==> config.mk <==
export PLATFORM = sky130hd
export DESIGN_NAME = owt_mcst_rx_ctrl
export DESIGN_NICKNAME = d
export VERILOG_FILES = /design/src/rtl/owt_mcst_rx_ctrl.sv
export SDC_FILE = /design/constraint.sdc
export NUM_CORES = 1
export LEC_CHECK = 0
export ABC_CLOCK_PERIOD_IN_PS = 2300
export CAP_MARGIN = 0
export CELL_PAD_IN_SITES_DETAIL_PLACEMENT = 0
export CELL_PAD_IN_SITES_GLOBAL_PLACEMENT = 2
export CORE_ASPECT_RATIO = 0.7
export CORE_MARGIN = 5
export CORE_UTILIZATION = 33
export DETAILED_ROUTE_END_ITERATION = 7
export PLACE_DENSITY = 0.77
export SLEW_MARGIN = 0
export SYNTH_ARGS = -nofsm -noshare
export SYNTH_HDL_FRONTEND = slang
export SYNTH_SLANG_ARGS = --single-unit
==> constraint.sdc <==
create_clock -name i_clk -period 2.3 [get_ports i_clk]
set_input_delay 0.46 -clock i_clk [delete_from_list [all_inputs] [get_ports i_clk]]
set_output_delay 0.46 -clock i_clk [all_outputs]
set_load 0.02 [all_outputs]
==> src/rtl/owt_mcst_rx_ctrl.sv <==
// Manchester one-wire frame receiver control.
// Decodes qualified half-bit symbols into a frame: sync head of Manchester 0s, raw sync tail,
// command, normal or long data, CRC and raw end tail. It reports each terminated frame with
// an error code and keeps a saturating error count.
// Ports:
//   i_clk, i_rst_n             clock, asynchronous active-low reset
//   i_sym_vld, i_sym_data      one-cycle symbol strobe and its level
//   i_exp_cmd, i_exp_cmd_en    expected command echo and its check enable
//   i_cnt_clr                  synchronous clear of the error counter
//   o_busy                     receiver not idle
//   o_frm_done/o_frm_err       frame termination pulse and error flag
//   o_err_code                 termination code (0 ok, 1 bad pair, 2 sync tail, 3 CRC,
//                              4 end tail, 5 timeout, 6 command echo)
//   o_cmd, o_data, o_long      last good frame contents
//   o_err_cnt                  saturating count of errored frames
module owt_mcst_rx_ctrl #(
    parameter int unsigned       SYNC_N    = 12,
    parameter int unsigned       TAIL_N    = 4,
    parameter logic [TAIL_N-1:0] TAIL_PAT  = 4'b1100,
    parameter int unsigned       CMD_W     = 8,
    parameter int unsigned       DATA_W    = 8,
    parameter int unsigned       LONG_W    = 10,
    parameter logic [CMD_W-2:0]  LONG_CODE = 7'h1f,
    parameter int unsigned       CRC_W     = 8,
    parameter logic [CRC_W-1:0]  CRC_POLY  = 8'h07,
    parameter logic [CRC_W-1:0]  CRC_INIT  = 8'h00,
    parameter int unsigned       TO_CYC    = 255,
    parameter int unsigned       ECNT_W    = 8
) (
    input  logic              i_clk,
    input  logic              i_rst_n,
    input  logic              i_sym_vld,
    input  logic              i_sym_data,
    input  logic [CMD_W-1:0]  i_exp_cmd,
    input  logic              i_exp_cmd_en,
    input  logic              i_cnt_clr,
    output logic              o_busy,
    output logic              o_frm_done,
    output logic              o_frm_err,
    output logic [2:0]        o_err_code,
    output logic [CMD_W-1:0]  o_cmd,
    output logic [LONG_W-1:0] o_data,
    output logic              o_long,
    output logic [ECNT_W-1:0] o_err_cnt
);

    localparam int unsigned MAX_A = (SYNC_N > CMD_W) ? SYNC_N : CMD_W;
    localparam int unsigned MAX_B = (LONG_W > CRC_W) ? LONG_W : CRC_W;
    localparam int unsigned MAX_C = (MAX_A > MAX_B) ? MAX_A : MAX_B;
    localparam int unsigned MAX_N = (MAX_C > TAIL_N) ? MAX_C : TAIL_N;
    localparam int unsigned CNT_W = $clog2(MAX_N + 1);
    localparam int unsigned TO_W  = $clog2(TO_CYC + 1);

    typedef enum logic [2:0] {
        StIdle, StSync, StStail, StCmd, StData, StLdata, StCrc, StEtail
    } state_e;

    state_e            state_q, state_d;
    logic              half_q, half_d;
    logic              half_vld_q, half_vld_d;
    logic [CNT_W-1:0]  cnt_q, cnt_d, cnt_inc;
    logic [TAIL_N-1:0] tail_q, tail_d, tail_next;
    logic [CMD_W-1:0]  cmd_q, cmd_d, cmd_next;
    logic [LONG_W-1:0] data_q, data_d;
    logic [CRC_W-1:0]  crc_q, crc_d;
    logic [CRC_W-1:0]  crc_rx_q, crc_rx_d;
    logic              long_q, long_d;
    logic [TO_W-1:0]   to_q, to_d;
    logic              term;
    logic [2:0]        code;
    logic              pair_ok, dbit;

    logic              busy_q, done_q, frm_err_q, out_long_q;
    logic [2:0]        code_q;
    logic [CMD_W-1:0]  out_cmd_q;
    logic [LONG_W-1:0] out_data_q;
    logic [ECNT_W-1:0] err_cnt_q;

    function automatic logic [CRC_W-1:0] crc_step(input logic [CRC_W-1:0] c, input logic b);
        logic fb;
        fb = c[CRC_W-1] ^ b;
        return {c[CRC_W-2:0], 1'b0} ^ (fb ? CRC_POLY : '0);
    endfunction

    always_comb begin
        state_d    = state_q;
        half_d     = half_q;
        half_vld_d = half_vld_q;
        cnt_d      = cnt_q;
        tail_d     = tail_q;
        cmd_d      = cmd_q;
        data_d     = data_q;
        crc_d      = crc_q;
        crc_rx_d   = crc_rx_q;
        long_d     = long_q;
        to_d       = to_q;
        term       = 1'b0;
        code       = 3'd0;
        pair_ok    = half_q ^ i_sym_data;
        dbit       = half_q;
        cnt_inc    = cnt_q + CNT_W'(1);
        tail_next  = {tail_q[TAIL_N-2:0], i_sym_data};
        cmd_next   = {cmd_q[CMD_W-2:0], dbit};

        // to_q counts idle clocks since the last symbol; terminate on the TO_CYC-th one.
        if (state_q != StIdle) begin
            if (i_sym_vld) begin
                to_d = '0;
            end else if (to_q == TO_W'(TO_CYC - 1)) begin
                term = 1'b1;
                code = 3'd5;
            end else begin
                to_d = to_q + TO_W'(1);
            end
        end

        unique case (state_q)
            StIdle: begin
                // The starting 0 is the first half of sync bit 0.
                if (i_sym_vld && !i_sym_data) begin
                    state_d = StSync;
                    half_d  = 1'b0;
                end
            end
            StSync: begin
                if (i_sym_vld) begin
                    if (!half_vld_q) begin
                        half_d     = i_sym_data;
                        half_vld_d = 1'b1;
                    end else begin
                        half_vld_d = 1'b0;
                        if (!pair_ok || dbit) begin
                            state_d = StIdle;
                        end else if (cnt_q == CNT_W'(SYNC_N - 1)) begin
                            state_d = StStail;
                        end else begin
                            cnt_d = cnt_inc;
                        end
                    end
                end
            end
            StCmd, StData, StLdata, StCrc: begin
                if (i_sym_vld) begin
                    if (!half_vld_q) begin
                        half_d     = i_sym_data;
                        half_vld_d = 1'b1;
                    end else begin
                        half_vld_d = 1'b0;
                        cnt_d      = cnt_inc;
                        if (!pair_ok) begin
                            term = 1'b1;
                            code = 3'd1;
                        end else begin
                            case (state_q)
                                StCmd: begin
                                    cmd_d = cmd_next;
                                    crc_d = crc_step(crc_q, dbit);
                                    if (cnt_q == CNT_W'(CMD_W - 1)) begin
                                        data_d = '0;
                                        if (!cmd_next[CMD_W-1] &&
                                            cmd_next[CMD_W-2:0] == LONG_CODE) begin
                                            state_d = StLdata;
                                            long_d  = 1'b1;
                                        end else begin
                                            state_d = StData;
                                            long_d  = 1'b0;
                                        end
                                    end
                                end
                                StData, StLdata: begin
                                    data_d = {data_q[LONG_W-2:0], dbit};
                                    crc_d  = crc_step(crc_q, dbit);
                                    if ((state_q == StData  && cnt_q == CNT_W'(DATA_W - 1)) ||
                                        (state_q == StLdata && cnt_q == CNT_W'(LONG_W - 1))) begin
                                        state_d = StCrc;
                                    end
                                end
                                default: begin
                                    crc_rx_d = {crc_rx_q[CRC_W-2:0], dbit};
                                    if (cnt_q == CNT_W'(CRC_W - 1)) begin
                                        state_d = StEtail;
                                    end
                                end
                            endcase
                        end
                    end
                end
            end
            StStail, StEtail: begin
                if (i_sym_vld) begin
                    tail_d = tail_next;
                    cnt_d  = cnt_inc;
                    if (cnt_q == CNT_W'(TAIL_N - 1)) begin
                        if (state_q == StStail) begin
                            if (tail_next == TAIL_PAT) begin
                                state_d = StCmd;
                                crc_d   = CRC_INIT;
                            end else begin
                                term = 1'b1;
                                code = 3'd2;
                            end
                        end else begin
                            term = 1'b1;
                            if (tail_next != TAIL_PAT) begin
                                code = 3'd4;
                            end else if (crc_rx_q != crc_q) begin
                                code = 3'd3;
                            end else if (i_exp_cmd_en && cmd_q != i_exp_cmd) begin
                                code = 3'd6;
                            end else begin
                                code = 3'd0;
                            end
                        end
                    end
                end
            end
        endcase

        if (term) begin
            state_d = StIdle;
        end
        // Every state entry restarts the bit count and pair phase, except IDLE->SYNC
        // where the entering symbol is already the first half.
        if (state_d != state_q) begin
            cnt_d      = '0;
            half_vld_d = (state_q == StIdle);
        end
        if (state_d == StIdle) begin
            to_d = '0;
        end
    end

    always_ff @(posedge i_clk or negedge i_rst_n) begin
        if (!i_rst_n) begin
            state_q    <= StIdle;
            half_q     <= 1'b0;
            half_vld_q <= 1'b0;
            cnt_q      <= '0;
            tail_q     <= '0;
            cmd_q      <= '0;
            data_q     <= '0;
            crc_q      <= CRC_INIT;
            crc_rx_q   <= '0;
            long_q     <= 1'b0;
            to_q       <= '0;
            busy_q     <= 1'b0;
            done_q     <= 1'b0;
            frm_err_q  <= 1'b0;
            code_q     <= 3'd0;
            out_cmd_q  <= '0;
            out_data_q <= '0;
            out_long_q <= 1'b0;
            err_cnt_q  <= '0;
        end else begin
            state_q    <= state_d;
            half_q     <= half_d;
            half_vld_q <= half_vld_d;
            cnt_q      <= cnt_d;
            tail_q     <= tail_d;
            cmd_q      <= cmd_d;
            data_q     <= data_d;
            crc_q      <= crc_d;
            crc_rx_q   <= crc_rx_d;
            long_q     <= long_d;
            to_q       <= to_d;
            busy_q     <= (state_d != StIdle);
            done_q     <= term;
            if (term) begin
                code_q    <= code;
                frm_err_q <= (code != 3'd0);
                if (code == 3'd0) begin
                    out_cmd_q  <= cmd_q;
                    out_data_q <= data_q;
                    out_long_q <= long_q;
                end
            end
            if (i_cnt_clr) begin
                err_cnt_q <= '0;
            end else if (done_q && frm_err_q && err_cnt_q != '1) begin
                err_cnt_q <= err_cnt_q + ECNT_W'(1);
            end
        end
    end

    assign o_busy     = busy_q;
    assign o_frm_done = done_q;
    assign o_frm_err  = frm_err_q;
    assign o_err_code = code_q;
    assign o_cmd      = out_cmd_q;
    assign o_data     = out_data_q;
    assign o_long     = out_long_q;
    assign o_err_cnt  = err_cnt_q;

endmodule

; ---- Yosys cells after proc, flatten, opt, wreduce, memory -nomap -nowiden
; Index checks and enable logic that the tools add are counted.
[op_classes]
addsub = 3
n_eq_ne = 39
mux = 80
bitwise = 4
reduce_logical = 42
[ops]
columns = op, n
row1 = 8-bit two-way mux, 14
row2 = 3-bit two-way mux, 30
row3 = 4-bit two-way mux, 8
row4 = 2-bit inequality test (second input constant), 11
row5 = 3-bit inequality test (second input constant), 7
row6 = 10-bit one-hot mux with 2 select lines, 1
row7 = 1-bit two-way mux, 19
row8 = 8-bit by 1-bit adder with 8-bit output (second input constant), 2
row9 = 8-bit inequality test, 2
row10 = 8-bit one-hot mux with 2 select lines, 1
row11 = 2-bit nonzero test, 7
row12 = 3-bit equality test (second input constant), 4
row13 = 4-bit equality test (second input constant), 3
row14 = 3-bit one-hot mux with 2 select lines, 2
row15 = 3-bit one-hot mux with 4 select lines, 1
row16 = 4-bit one-hot mux with 3 select lines, 1
row17 = 6-bit AND reduction, 2
row18 = 10-bit two-way mux, 1
row19 = 5-bit AND reduction, 2
row20 = 3-bit zero test, 3
row21 = 9-bit AND reduction, 1
row22 = 3-bit nonzero test, 3
row23 = 8-bit equality test (second input constant), 1
row24 = 8-bit inequality test (second input constant), 1
row25 = 25 further kinds, 41
[word_totals]
reg_bits = 88
in_bits = 14
out_inout_bits = 33
wordCells = 187

; ---- Logic depth before layout (Yosys ltp)
; Gate-level depths: netlist of the first run.
[depth]
ltp_word = 13
mapped_depth = 12
ltp_nobuf = 11

; ---- Worst setup path before layout of the first run
; Ideal clock, no wire load.
[synth_timing]
kind = input to register
from = input i_sym_data
to = register half_vld_q
setup_ps = 131
arrival_time_ps = 2161
required_ps = 2169
setup_slack_ps = 8
path_stages = 8
path_buffers = 0
cell_sequence = ha_1 > nand3b_1 > or3_1 > a21oi_1 > or3_1 > o311a_2 > nor2b_4 > o22ai_2
[synth_between]
elab_chain_len = 11
word_cells_on_any_way = 32
classes_between = eq/ne: 2 / mux: 22 / bitwise: 1 / reduce/logical: 7
[synth_rtl]
columns = item, line_no
row1 = "start, declared", 33  ; input logic i_sym_data,
row2 = "parallel branches: the longest is 7 deep, another holds 4-bit equality test", -
row3 = 3-bit two-way mux (*), 219  ; if (term) begin
row4 = 3-bit inequality test (*), 224  ; if (state_d != state_q) begin
row5 = 2-bit nonzero test (no source line), -
row6 = 2-bit AND reduction (no source line), -
row7 = "end signal, assigned", 257  ; half_vld_q <= half_vld_d;
row8 = "end, declared", 60  ; logic half_vld_q, half_vld_d;
; Every way passes the cells marked *.
; A chain may end at the register's enable or synchronous reset.

; ---- Worst setup path after layout of the first run
[layout_timing]
from = register state_q[0]
to = register out_cmd_q[5] (netlist: o_cmd[5])
[layout_between]
elab_chain_len = 9
word_cells_on_any_way = 29
classes_between = eq/ne: 6 / mux: 18 / reduce/logical: 5
[layout_rtl]
columns = item, line_no
row1 = "start, declared", 58  ; state_e state_q, state_d;
row2 = "start signal, assigned", 235  ; state_q <= StIdle;
row3 = "start signal, assigned", 255  ; state_q <= state_d;
row4 = 3-bit nonzero test, 106  ; if (state_q != StIdle) begin
row5 = 3-bit two-way mux, 106
row6 = 3-bit two-way mux, 195  ; if (tail_next == TAIL_PAT) begin
row7 = 3-bit two-way mux, 194  ; if (state_q == StStail) begin
row8 = 3-bit two-way mux, 193  ; if (cnt_q == CNT_W'(TAIL_N - 1)) begin
row9 = 3-bit two-way mux, 190  ; if (i_sym_vld) begin
row10 = 3-bit one-hot mux with 2 select lines, 117  ; unique case (state_q)
row11 = 3-bit zero test, 271  ; if (code == 3'd0) begin
row12 = 2-bit AND reduction (no source line) (*), -
row13 = "end signal, assigned", 272  ; out_cmd_q <= cmd_q;
row14 = "end, declared", 75  ; logic [CMD_W-1:0] out_cmd_q;
; Mark *: on every way between the ends. The rest lies on a longest branch, timed or not.

==> flow_metrics.env, run 1 <==
export IMPL_synth_edf_count=0
export IMPL_fillCellCount=1199
export IMPL_core_area_um2=13100
export IMPL_hold_viol=0
export IMPL_die_w_um=148
export IMPL_period_share_pct=102
export IMPL_path_clk_slew_ns=0.07
export IMPL_synth_main_ff_cell="dfrtp_1"
export IMPL_cp_start_kind="flop"
export IMPL_grt_max_degree=32
export IMPL_slowest_stage="dfrtp_1"
export IMPL_endpoint_kind="flop"
export IMPL_syn_inst=422
export IMPL_period_needed_ns=2.34
export IMPL_final_common_cell="dfrtp_1"
export IMPL_cts_buffer_depth=2
export IMPL_cts_root_buf="clkbuf_16"
export IMPL_drt_pass1_iterations=4
export IMPL_tns_ns=-0.652
export IMPL_clk_insertion_delay_late_ns=0.33
export IMPL_clock_sinks=88
export IMPL_path_cells="buf_12 -> nor2_1 -> a21oi_2 -> or2_2 -> buf_4 -> nor3b_4 -> buf_6 -> buf_16 -> mux2_2"
export IMPL_final_nets=576
export IMPL_cp_num_buf_inv=4
export IMPL_ioPinCount=47
export IMPL_grt_pass1_vias=3668
export IMPL_max_cap_violations=0
export IMPL_overflow=0
export IMPL_status="finished with violations"
export IMPL_antenna_found_initial=0
export IMPL_drive_above_1_share_pct=35.8
export IMPL_postLayoutSetupSlackWorst_ns=-0.0428
export IMPL_seq_area_frac_synth_pct=49.8
export IMPL_synth_cell_types=63
export IMPL_whs_ns=0.0524
export IMPL_avgRoutedWirePerCell_um=15.7
export IMPL_die_area_um2=15800
export IMPL_initial_core_util_pct=33.6
export IMPL_async_flop_share_pct=100
export IMPL_crit_path_max_incr_delay_ns=0.46
export IMPL_tightest_slew_ns=0.483
export IMPL_area_growth_pct=44.5
export IMPL_ys_warn_count=0
export IMPL_cts_hold_buf=0
export IMPL_ys_ff_latch=88
export IMPL_route_detailed_drc=0
export IMPL_grt_usage_pct=14.7
export IMPL_dr_total_vias=3505
export IMPL_diodes=0
export IMPL_gp_congestion=0.835
export IMPL_cts_max_level=3
export IMPL_final_area_um2=6380
export IMPL_pre_cts_slack_ns=-0.743
export IMPL_max_vdd_ir_drop_v=0.000382
export IMPL_drt_wl_total_um=11400
export IMPL_avgSynthCellArea_um2=10.5
export IMPL_finClkSkew_ns=0.00659
export IMPL_cp_arrival_ns=2.56
export IMPL_setup_viol=22
export IMPL_slew_viol_final=0
export IMPL_mostFrequentLayoutCells="dfrtp_1 (87), buf_4 (83), nand2_1 (42)"
export IMPL_power_mw=4.35
export IMPL_grt_pass1_wl_um=19000
export IMPL_dp_hpwl_um=8000
export IMPL_path_class="reg -> reg"
export IMPL_p_leak_nw=2.87
export IMPL_ant_nets=0
export IMPL_rrSetupSlack_ns=-0.04
export IMPL_cts_buffers=9
export IMPL_p_per_area_nw_per_um2=681
export IMPL_rsz0062_at_grt="true"
export IMPL_rows=35
export IMPL_critical_path_top_delay_family="simple AND/OR/NAND/NOR gates"
export IMPL_hold_path_class="in -> async"
export IMPL_syn_nets=442
export IMPL_failed_checks="negative setup slack"
export IMPL_slew_headroom_pct=67.7
export IMPL_path_max_fanout=12
export IMPL_drt_iter0_markers=107
export IMPL_die_h_um=107
export IMPL_viasPerCell=4.82
export IMPL_cts_tree="built"
export IMPL_dpl_instance_area_um2=5580
export IMPL_fmax_mhz=427
export IMPL_cp_required_ns=2.52
export IMPL_io_buffers=46
export IMPL_syn_area_um2=4420
-- cell type report --
cell class | count | area (um2) | area share (%)
timing repair buffer | 142 | 1270 | 20.0
multi-input combinational | 296 | 2300 | 36.1
sequential | 88 | 2200 | 34.5
clock buffer | 10 | 229 | 3.59
inverter | 19 | 73.8 | 1.16
clock inverter | 6 | 92.6 | 1.45
tap | 166 | 208 | 3.25
-- power by group --
group	switching (mW)	total, mW	internal, mW
Sequential	0.0524	1.66	1.61
Combinational	0.582	1.11	0.533
Clock	0.617	1.58	0.960
Total	1.25	4.35	3.10
-- per-layer routing --
metal	GRT usage [%]	vias to the layer above	wire, um
met5	0	-	0
met4	2.31	0	51
met3	3.38	4	421
met2	23.0	57	5270
met1	21.2	1705	5640
li1	-	1739	-
-- worst reg2reg max path: cells and delay by family, from the launching register on --
family / cells / cell delay (ns)
AOI/OAI and AO/OA: 1 / 0.09
muxes: 1 / 0.33
and+or+nand+nor: 3 / 0.74
DFF: 1 / 0.46
buffers and inverters: 4 / 0.60
-- registers in the layout (all words and copies together), names as in the netlist --
signal / flops
cmd_q: 8
cnt_q: 4
crc_q: 8
crc_rx_q: 8
data_q: 10
dbit: 1
half_vld_q: 1
long_q: 1
o_busy: 1
o_cmd: 8
o_data: 10
o_err_cnt: 8
o_err_code: 3
o_frm_done: 1
o_frm_err: 1
o_long: 1
state_q: 3
tail_q: 3
to_q: 8
-- per-stage QoR --
stage | instances | utilization (%)
6_report | 727 | 48.6
5_1_grt | 727 | 48.6
4_1_cts | 722 | 47.4
3_5_place_dp | 688 | 42.5
3_3_place_gp | 688 | 42.5
2_1_floorplan | 422 | -
-- logic make-up (layout without fill, tap and decap cells) --
kind of cell | count (synthesis) | count (layout) | synth area share, %
mux | 40 | 40 | 10.1
compound gates | 66 | 66 | 9.37
xor+xnor | 34 | 34 | 6.91
fa+ha+maj | 6 | 6 | 1.70
simple gates | 150 | 150 | 18.2
flops | 88 | 88 | 49.8
buf+inv | 38 | 177 | 3.88
-- worst paths after layout --
kind | depth (start not counted) | from | to
setup / recovery | 9 | state_q[0]$_DFF_PN0_ | o_cmd[5]$_DFFE_PN0P_
hold / removal | 1 | i_rst_n | crc_rx_q[7]$_DFFE_PN0P_
setup reg to reg | 9 | state_q[0]$_DFF_PN0_ | o_cmd[5]$_DFFE_PN0P_
hold reg to reg | 2 | data_q[9]$_DFFE_PN0P_ | data_q[9]$_DFFE_PN0P_
max in group asynchronous | 2 | i_rst_n | cmd_q[2]$_DFFE_PN0P_
min in group i_clk | 2 | data_q[9]$_DFFE_PN0P_ | data_q[9]$_DFFE_PN0P_
-- cells in the mapped netlist (all sizes together) (3+ instances only) --
| cell type | count | area share (%) |
|---|---|---|
| and3 | 4 | 0.57 |
| dfrtp | 88 | 50 |
| nand2 | 42 | 3.6 |
| inv | 19 | 1.7 |
| nor2b | 6 | 1.1 |
| ha | 6 | 1.7 |
| nand3b | 4 | 0.68 |
| xnor2 | 26 | 5.2 |
| or3 | 5 | 0.71 |
| nand4 | 15 | 2.1 |
| o21a | 3 | 0.51 |
| nand3 | 17 | 1.9 |
| nor2 | 32 | 2.9 |
| a21oi | 16 | 1.8 |
| buf | 10 | 1.4 |
| clkbuf | 9 | 0.76 |
| or2 | 3 | 0.48 |
| xor2 | 8 | 1.8 |
| mux2 | 38 | 9.7 |
| nor3b | 5 | 1.1 |
| o21ai | 30 | 3.7 |
| nor3 | 5 | 0.79 |
-- repair_timing --
item	in CTS	in global routing
setup endpoints to repair	44	39
gates cloned	2	0
buffers inserted	16	6
pin swaps	15	17
resized for setup	45	27
Power figures use the tool's default switching activity.
==> run 2: changes to the inputs <==
CTS_CLUSTER_DIAMETER = 30   (was default)
PLACE_DENSITY = 0.87   (was 0.77)
SKIP_CTS_REPAIR_TIMING = 1   (was default)
==> run 2 against run 1 <==
Effect of this change: the flow still finishes with violations (negative setup slack); register-to-register slack gained 0.03 ns; largest power group unchanged; design area shrank 2.5%; critical endpoint is now o_data[9]$_DFFE_PN0P_; via count shrank 1.1%; critical path type unchanged.
==> flow_metrics.env, run 2 (synthesis gave the netlist of run 1 again) <==
export IMPL_final_common_cell="dfrtp_1"
export IMPL_clk_insertion_delay_late_ns=0.34
export IMPL_io_buffers=46
export IMPL_max_vdd_ir_drop_v=0.000338
export IMPL_clock_sinks=88
export IMPL_die_h_um=107
export IMPL_rows=35
export IMPL_ant_nets=0
export IMPL_path_max_fanout=6
export IMPL_max_cap_violations=0
export IMPL_drt_wl_total_um=10800
export IMPL_cp_arrival_ns=2.54
export IMPL_grt_usage_pct=13.5
export IMPL_gp_congestion=0.857
export IMPL_power_mw=4.14
export IMPL_cts_max_level=3
export IMPL_r2r_start="cmd_q[2]$_DFFE_PN0P_"
export IMPL_slew_viol_final=0
export IMPL_viasPerCell=4.92
export IMPL_cp_start_kind="flop"
export IMPL_r2r_cells=11
export IMPL_fmax_mhz=432
export IMPL_endpoint_kind="flop"
export IMPL_p_leak_nw=2.81
export IMPL_cts_buffers=9
export IMPL_p_per_area_nw_per_um2=665
export IMPL_core_area_um2=13100
export IMPL_die_area_um2=15800
export IMPL_failed_checks="negative setup slack"
export IMPL_path_clk_slew_ns=0.07
export IMPL_antenna_found_initial=0
export IMPL_period_needed_ns=2.31
export IMPL_mostFrequentLayoutCells="dfrtp_1 (85), buf_4 (61), nand2_1 (42)"
export IMPL_overflow=0
export IMPL_route_detailed_drc=0
export IMPL_grt_pass1_vias=3336
export IMPL_die_w_um=148
export IMPL_avgRoutedWirePerCell_um=15.3
export IMPL_final_nets=554
export IMPL_whs_ns=0.0956
export IMPL_fin_util_pct=47.4
export IMPL_rsz0062_at_grt="true"
export IMPL_dr_total_vias=3466
export IMPL_ioPinCount=47
export IMPL_tns_ns=-0.0798
export IMPL_diodes=0
export IMPL_drt_iter0_markers=199
export IMPL_grt_pass1_wl_um=17300
export IMPL_finClkSkew_ns=0.00957
export IMPL_drive_above_1_share_pct=33.0
export IMPL_postLayoutSetupSlackWorst_ns=-0.0140
export IMPL_grt_max_degree=42
export IMPL_area_growth_pct=40.9
export IMPL_cts_tree="built"
export IMPL_rrSetupSlack_ns=-0.01
export IMPL_dp_hpwl_um=7620
export IMPL_cp_endpoint="o_data[9]$_DFFE_PN0P_"
export IMPL_worstSetupStartpoint="cmd_q[2]$_DFFE_PN0P_"
export IMPL_cts_buffer_depth=2
export IMPL_cts_root_buf="clkbuf_16"
export IMPL_reg2reg_to="o_data[9]$_DFFE_PN0P_"
export IMPL_tightest_slew_ns=0.704
export IMPL_cp_required_ns=2.52
export IMPL_period_share_pct=101
export IMPL_hold_viol=0
export IMPL_status="finished with violations"
export IMPL_initial_core_util_pct=33.6
export IMPL_path_class="reg -> reg"
export IMPL_hold_path_class="in -> async"
export IMPL_slew_headroom_pct=53.1
export IMPL_setup_viol=8
export IMPL_drt_pass1_iterations=4
run 2: critical path: stages, from the launching register on:
cell and delay [ns]:
dfrtp_1 0.42, buf_6 0.14, xnor2_2 0.11, nand4_1 0.12, o21ai_2 0.22, buf_6 0.14, a21oi_2 0.05, a21oi_2 0.15
nor3b_4 0.24, buf_12 0.15, buf_12 0.12, mux2_2 0.33
run 2: stage by stage:
step	instance area [um2]	instances	setup slack [ns]
global placement	5470	675	-0.660
floorplan	4420	422	0.00804
finish	6230	705	-0.0140
global route	6230	705	-0.105
detailed placement	5470	675	-0.788
CTS	5750	691	-0.448
run 2: how the worst min path moves through the flow:
stage | startpoint | endpoint
finish | i_rst_n | o_err_cnt[2]$_DFFE_PN0P_
global route | i_rst_n | o_err_cnt[2]$_DFFE_PN0P_
CTS | i_rst_n | o_err_cnt[2]$_DFFE_PN0P_
detailed placement | data_q[9]$_DFFE_PN0P_ | data_q[9]$_DFFE_PN0P_
global placement | i_rst_n | o_err_cnt[6]$_DFFE_PN0P_
floorplan | i_rst_n | cmd_q[0]$_DFFE_PN0P_
run 2: cell type report:
| type | count | area (um2) |
|---|---|---|
| fillers | 1170 | 6910 |
| multi-input cells | 296 | 2320 |
| flip-flops and latches | 88 | 2210 |
| repair buffers | 120 | 1130 |
| clock buffers | 10 | 229 |
| well taps | 166 | 208 |
| inverters | 19 | 73.8 |
| clock inverters | 6 | 57.6 |
run 2: power breakdown:
| part | leakage (nW) | switching [mW] | internal (mW) |
|---|---|---|---|
| logic | 1.51 | 0.547 | 0.519 |
| registers | 1.17 | 0.0822 | 1.61 |
| clock network | 0.132 | 0.639 | 0.747 |
| total | 2.81 | 1.27 | 2.87 |
run 2: layer usage:
metal  part of all wire (%)  up-vias  track usage, %
met5                      0        -               0
met4                   0.39        0            2.50
met3                    5.2        6            3.89
met2                     43       72            18.9
met1                     52     1703            20.6
li1                       -     1685               -
==> run 3: changes to the inputs <==
CTS_CLUSTER_DIAMETER = 50   (was 30)
==> results of run 3 <==
No change in the layout: final DEF, timing and power equal those of run 2.
